## src/rtl/sb_1237_freq_gen_pkg.sv

```systemverilog
// Shared types and constants for the sb_1237 square-wave frequency generator.
//   count_t        : half-period width in prescaled ticks
//   state_e        : generator FSM state (idle / high half / low half)
//   DefaultPrescale: default clk cycles per tick
package sb_1237_freq_gen_pkg;

  localparam int unsigned CountW          = 14;
  localparam int unsigned DefaultPrescale = 4;

  typedef logic [CountW-1:0] count_t;

  typedef enum logic [1:0] {
    StIdle,
    StHigh,
    StLow
  } state_e;

endpackage

```

## src/rtl/sb_1237_freq_gen_if.sv

```systemverilog
// Configuration handshake for sb_1237_freq_gen.
//   cfg_valid : a new half-period value is offered (master -> slave)
//   cfg_count : half-period in ticks, 0 means stop (master -> slave)
//   cfg_ready : slave can take a value this cycle (slave -> master)
interface sb_1237_freq_gen_if;
  import sb_1237_freq_gen_pkg::*;

  logic   cfg_valid;
  logic   cfg_ready;
  count_t cfg_count;

  modport master (
    output cfg_valid,
    output cfg_count,
    input  cfg_ready
  );

  modport slave (
    input  cfg_valid,
    input  cfg_count,
    output cfg_ready
  );

endinterface

```

## src/rtl/sb_1237_tick_div.sv

```systemverilog
// Free-running prescaler: counts 0..PRESCALE-1 and flags the wrap cycle.
//   clk    : system clock
//   rst    : asynchronous active-high reset
//   tick_o : high for one clk each time the counter sits at PRESCALE-1
module sb_1237_tick_div
  import sb_1237_freq_gen_pkg::*;
#(
  parameter int unsigned PRESCALE = DefaultPrescale
) (
  input  logic clk,
  input  logic rst,
  output logic tick_o
);

  localparam int unsigned CntW = $clog2(PRESCALE);
  localparam logic [CntW-1:0] Wrap = CntW'(PRESCALE - 1);

  logic [CntW-1:0] cnt_q, cnt_d;

  always_comb begin
    cnt_d = (cnt_q == Wrap) ? '0 : cnt_q + 1'b1;
  end

  always_ff @(posedge clk or posedge rst) begin
    if (rst) begin
      cnt_q <= '0;
    end else begin
      cnt_q <= cnt_d;
    end
  end

  assign tick_o = (cnt_q == Wrap);

endmodule

```

## src/rtl/sb_1237_freq_gen.sv

```systemverilog
// Programmable square-wave generator. Each half of the period lasts
// active_count prescaled ticks; new counts arrive through a one-deep pending
// register and only take effect at a period boundary.
//   clk         : system clock
//   rst         : asynchronous active-high reset
//   enable      : allow starting / continuing periods
//   cfg         : half-period configuration handshake (slave side)
//   op_signal   : registered square-wave output
//   period_done : one-clk pulse at the end of each full period
//   busy        : FSM is not idle
module sb_1237_freq_gen
  import sb_1237_freq_gen_pkg::*;
#(
  parameter int unsigned PRESCALE = DefaultPrescale
) (
  input  logic                     clk,
  input  logic                     rst,
  input  logic                     enable,
  sb_1237_freq_gen_if.slave        cfg,
  output logic                     op_signal,
  output logic                     period_done,
  output logic                     busy
);

  logic tick;

  sb_1237_tick_div #(
    .PRESCALE(PRESCALE)
  ) u_tick_div (
    .clk   (clk),
    .rst   (rst),
    .tick_o(tick)
  );

  state_e state_q, state_d;
  count_t tick_cnt_q, tick_cnt_d;
  count_t active_q, active_d;
  count_t pend_q, pend_d;
  logic   pend_full_q, pend_full_d;
  logic   op_signal_q, op_signal_d;
  logic   period_done_q, period_done_d;

  logic   accept;
  logic   last_tick;
  logic   boundary;
  logic   xfer;
  count_t next_count;

  assign cfg.cfg_ready = !pend_full_q;
  assign accept        = cfg.cfg_valid && !pend_full_q;
  assign last_tick     = tick && (tick_cnt_q == count_t'(1));

  // Count the next period would use: a waiting value wins over the current one.
  assign next_count = pend_full_q ? pend_q : active_q;

  // In idle a zero is dropped at once; a nonzero value waits for an enabled tick.
  assign boundary = ((state_q == StLow) && last_tick) ||
                    ((state_q == StIdle) && ((pend_q == '0) || (tick && enable)));
  assign xfer     = pend_full_q && boundary;

  // Handshake and pending/active registers.
  always_comb begin
    pend_d      = pend_q;
    pend_full_d = pend_full_q;
    active_d    = active_q;
    if (xfer) begin
      active_d    = pend_q;
      pend_full_d = 1'b0;
    end
    if (accept) begin
      pend_d      = cfg.cfg_count;
      pend_full_d = 1'b1;
    end
  end

  // Next-state and tick counter.
  always_comb begin
    state_d    = state_q;
    tick_cnt_d = tick_cnt_q;
    unique case (state_q)
      StIdle: begin
        if (tick && enable && (next_count != '0)) begin
          state_d    = StHigh;
          tick_cnt_d = next_count;
        end
      end
      StHigh: begin
        if (last_tick) begin
          state_d    = StLow;
          tick_cnt_d = active_q;
        end else if (tick) begin
          tick_cnt_d = tick_cnt_q - count_t'(1);
        end
      end
      StLow: begin
        if (last_tick) begin
          if (enable && (next_count != '0)) begin
            state_d    = StHigh;
            tick_cnt_d = next_count;
          end else begin
            state_d    = StIdle;
            tick_cnt_d = '0;
          end
        end else if (tick) begin
          tick_cnt_d = tick_cnt_q - count_t'(1);
        end
      end
      default: begin
        state_d    = StIdle;
        tick_cnt_d = '0;
      end
    endcase
  end

  // Outputs.
  always_comb begin
    op_signal_d   = (state_d == StHigh);
    period_done_d = (state_q == StLow) && last_tick;
    busy          = (state_q != StIdle);
  end

  always_ff @(posedge clk or posedge rst) begin
    if (rst) begin
      state_q       <= StIdle;
      tick_cnt_q    <= '0;
      active_q      <= '0;
      pend_q        <= '0;
      pend_full_q   <= 1'b0;
      op_signal_q   <= 1'b0;
      period_done_q <= 1'b0;
    end else begin
      state_q       <= state_d;
      tick_cnt_q    <= tick_cnt_d;
      active_q      <= active_d;
      pend_q        <= pend_d;
      pend_full_q   <= pend_full_d;
      op_signal_q   <= op_signal_d;
      period_done_q <= period_done_d;
    end
  end

  assign op_signal   = op_signal_q;
  assign period_done = period_done_q;

endmodule

```

## src/flat_wrapper.sv

```systemverilog
// flat-port wrapper written by rule: the top's interface ports become plain ports
module sb_1237_freq_gen_flat import sb_1237_freq_gen_pkg::*;
#(
  parameter int unsigned PRESCALE = DefaultPrescale
)
  (clk, rst, enable, op_signal, period_done, busy, cfg_cfg_valid, cfg_cfg_count, cfg_cfg_ready);
  sb_1237_freq_gen_if cfg_i ();
  input  logic clk;
  input  logic rst;
  input  logic enable;
  output logic op_signal;
  output logic period_done;
  output logic busy;
  input wire logic [$bits(cfg_i.cfg_valid)-1:0] cfg_cfg_valid;
  input wire logic [$bits(cfg_i.cfg_count)-1:0] cfg_cfg_count;
  output wire logic [$bits(cfg_i.cfg_ready)-1:0] cfg_cfg_ready;
  assign cfg_i.cfg_valid = cfg_cfg_valid;
  assign cfg_i.cfg_count = cfg_cfg_count;
  assign cfg_cfg_ready = cfg_i.cfg_ready;
  sb_1237_freq_gen #(.PRESCALE(PRESCALE)) u_core (.clk(clk), .rst(rst), .enable(enable), .cfg(cfg_i), .op_signal(op_signal), .period_done(period_done), .busy(busy));
endmodule
```

## config.mk

```make
export PLATFORM = sky130hd
export DESIGN_NAME = sb_1237_freq_gen_flat
export DESIGN_NICKNAME = d
export VERILOG_FILES = /design/src/rtl/sb_1237_freq_gen_pkg.sv /design/src/rtl/sb_1237_freq_gen_if.sv /design/src/rtl/sb_1237_tick_div.sv /design/src/rtl/sb_1237_freq_gen.sv /design/src/flat_wrapper.sv
export SDC_FILE = /design/constraint.sdc
export NUM_CORES = 1
export LEC_CHECK = 0
export BUFFER_PORTS_ARGS = -buffer_cell sky130_fd_sc_hd__buf_2
export CORE_ASPECT_RATIO = 0.5
export CORE_MARGIN = 2
export CORE_UTILIZATION = 55
export DETAILED_ROUTE_END_ITERATION = 10
export PLACE_DENSITY = 0.74
export SKIP_CTS_REPAIR_TIMING = 1
export SLEW_MARGIN = 20
export SYNTH_ARGS = -nofsm -noshare
export SYNTH_HDL_FRONTEND = slang
export SYNTH_SLANG_ARGS = --single-unit
```

## constraint.sdc

```tcl
create_clock -name clk -period 4.9 [get_ports clk]
set_input_delay 0.49 -clock clk [delete_from_list [all_inputs] [get_ports clk]]
set_output_delay 0.49 -clock clk [all_outputs]
set_load 0.005 [all_outputs]
```

==> metrics.txt <==
most common cell after layout, fill and taps aside=dfrtp_1; CP Launch Type=register; post-synthesis sequential area ratio=0.397; Core Util, Final=0.600; pin count of the biggest net entering global routing=50; main combinational cell family by area after synthesis=compound AO/OA/AOI/OAI gates; first-pass iteration count of the detailed router=5; CTS Root Cell=clkbuf_8; gpl congestion=~0.97; RSZ-0062 raised after global routing=no; Placeable Area=around 5400 µm²; clock buffer depth=2; worst rel slew slack=0.319; initial antenna violation count=0; Max Cap Viol=0; Compound-Gate Fraction of Synth Area=0.208; Post-route DRC=0; Initial DRC Count=~320; antenna viol nets, final=0; DIE AREA=~6300 µm²; FF/Latch Area=roughly 1200 µm²; setup TNS=0 ns; DR vias/cell=approximately 6.6; PwrDens=roughly 490 nW/µm²; CTS tree=done; num ports=22; Fmax=approximately 290 MHz; fillers=approximately 440; CP Data Arrival Time=about 3.6 ns; Worst Tran Pin Value=1.02 ns; Port Buf Inserts=21; Worst-Skew Late Latency=0.31 ns; Async SR Flop Fraction=1.00; hpwl dp=~5.3 mm; Mapped Area=3090 µm²; layout cells sized above 1=0.267; via count=2,559; routed length per placed instance=19.2 µm; most common flop cell mapped by yosys=dfrtp_1; Num CTS Buffers=5; initial cell density of the core=0.568; Final Net Count=about 340; HP Class=in2async; crit share post-route=0.697; commonest non-fill, non-tap cells in the layout=dfrtp_1 (49), mux2_2 (36), nor2_1 (22), o21ai_0 (22), buf_2 (21); VDD IR-drop max=between 200 and 300 µV; Synth Register Bits=between 40 and 50; CTS clk-pin slew, worst paths=0.10 ns; setup violators final=0; critical setup path kind=reg2reg; Clock Skews=around 0.012 ns; Post-Route WL=7.45 mm; Die Y-Extent=roughly 57 µm; Syn Area/Cell=about 10 µm²; CP endpoint kind=register; Critical Path Fanout Max=26; H-Tree Depth=2; P_leak=1.31 nW; XOR/XNOR Fraction of Synth Area=0.0227; CP required=between 5 and 6 ns; Period minus WS final=~3.4 ns; syn nets=330; status=completed; vias in the first global route=~2,400; wire length of the first global-routing pass=between 10 and 15 mm; yosys warns=0; Netlist cell types=between 60 and 70; mux cell area share after synthesis=0.164; post-synthesis cell count=~300; Tot GR Track Use=0.256; total gr overflow=0; row cnt=19; number of diodes=0; simple-gate share of the synthesized area=0.150; Final Hold Vio Count=0; Final Max Tran Viols=0; EDFF count, synth=0; Die Width=roughly 110 µm; P&R area growth vs syn=5.75%; Post-Synth Adder-Cell Area=0.0121; total power=around 1.6 mW; Multi-input gate area=1720 µm²; clock sink count=between 40 and 50
-- cell families after synthesis --
group	count (synthesis)
AOI/OAI and AO/OA	88
and+or+nand+nor	83
DFF	49
muxes	46
buffers and inverters	32
xor gates and xnor gates	8
adders and majority gates	3
-- critical path, stage by stage (launching register included) --
cell and delay, ns:
dfrtp_1 0.37, ha_1 0.46, nor4bb_1 0.63, and4_1 0.91
a22oi_1 0.30, o221ai_1 0.27, a211oi_1 0.10, mux2_2 0.26
-- path summary, 6_finish.rpt --
path / startpoint / endpoint / slack [ns] / cells after the start
worst max register to register: u_core.u_tick_div.cnt_q[0] / u_core.tick_cnt_q[12] / 1.48 / 7
min in group clk: cfg_cfg_count[1] / u_core.pend_q[1] / 0.41 / 2
worst min-delay path: rst / u_core.pend_q[7] / 0.31 / 2
worst min register to register: u_core.u_tick_div.cnt_q[0] / u_core.u_tick_div.cnt_q[0] / 0.44 / 1
max in group asynchronous: rst / u_core.tick_cnt_q[11] / 4.08 / 2
worst max-delay path: u_core.u_tick_div.cnt_q[0] / u_core.tick_cnt_q[12] / 1.48 / 7
-- cells in the mapped netlist (2+ instances only) --
| master | count | area (µm²) |
|---|---|---|
| o21bai_1 | 2 | 15.0 |
| o211ai_1 | 2 | 15.0 |
| o31ai_1 | 4 | 30.0 |
| o32ai_1 | 2 | 17.5 |
| a32oi_1 | 3 | 26.3 |
| a21oi_1 | 14 | 70.1 |
| o21ai_0 | 22 | 110 |
| nor2b_1 | 2 | 12.5 |
| nand2_1 | 18 | 67.6 |
| o2111ai_1 | 2 | 17.5 |
| a31oi_1 | 4 | 25.0 |
| a211oi_1 | 5 | 37.5 |
| nor4b_1 | 3 | 26.3 |
| nor2_1 | 22 | 82.6 |
| dfrtp_1 | 49 | 1230 |
| clkbuf_1 | 16 | 60.1 |
| a22o_2 | 5 | 50.1 |
| ha_1 | 3 | 37.5 |
| a221oi_1 | 2 | 17.5 |
| mux2i_1 | 9 | 90.1 |
| mux2_2 | 36 | 405 |
| inv_1 | 10 | 37.5 |
| o22a_2 | 2 | 20.0 |
| nand3_1 | 7 | 35.0 |
| a22oi_1 | 6 | 45.0 |
| a41oi_1 | 2 | 17.5 |
| buf_2 | 3 | 15.0 |
| nor4_1 | 6 | 37.5 |
| xnor2_1 | 7 | 61.3 |
| nor3_1 | 8 | 40.0 |
-- flip-flops by register name (all words and copies together) (netlist names) --
register	flops
u_core.pend_full_q	1
u_core.pend_q	14
u_core.tick_cnt_q	14
u_core.u_tick_div.cnt_q	2
u_core.active_q	14
u_core.period_done	1
u_core.state_q	2
u_core.op_signal	1
-- cell type report --
type | instances | share of cell area
clock buffer | 5 | 0.0211
clock inverter | 2 | 0.00421
inverter | 10 | 0.0119
multi-input combinational | 228 | 0.528
sequential | 49 | 0.375
tap | 73 | 0.0279
timing repair buffer | 21 | 0.0322
-- through the flow --
stage               instances  setup slack (ns)  hold WS (ns)  cell area (µm²)
global placement          381              1.68         0.417             3180
CTS                       388              1.53         0.402             3260
floorplan                 309              2.50         0.403             3090
global route              388              1.19         0.383             3270
finish                    388              1.48         0.313             3270
detailed placement        381              1.55         0.426             3180
-- power by group --
group	total [mW]	internal [mW]	switching, mW
Clock	0.237	0.0989	0.139
Sequential	0.820	0.568	0.252
Combinational	0.534	0.281	0.253
Total	1.59	0.947	0.644
-- per-layer routing --
layer | wire length [µm] | GRT usage
met2 | 3090 | 0.355
met1 | 3670 | 0.405
met4 | 84 | 0.0452
met5 | 0 | 0
met3 | 602 | 0.0697
Power figures use the tool's default switching activity.
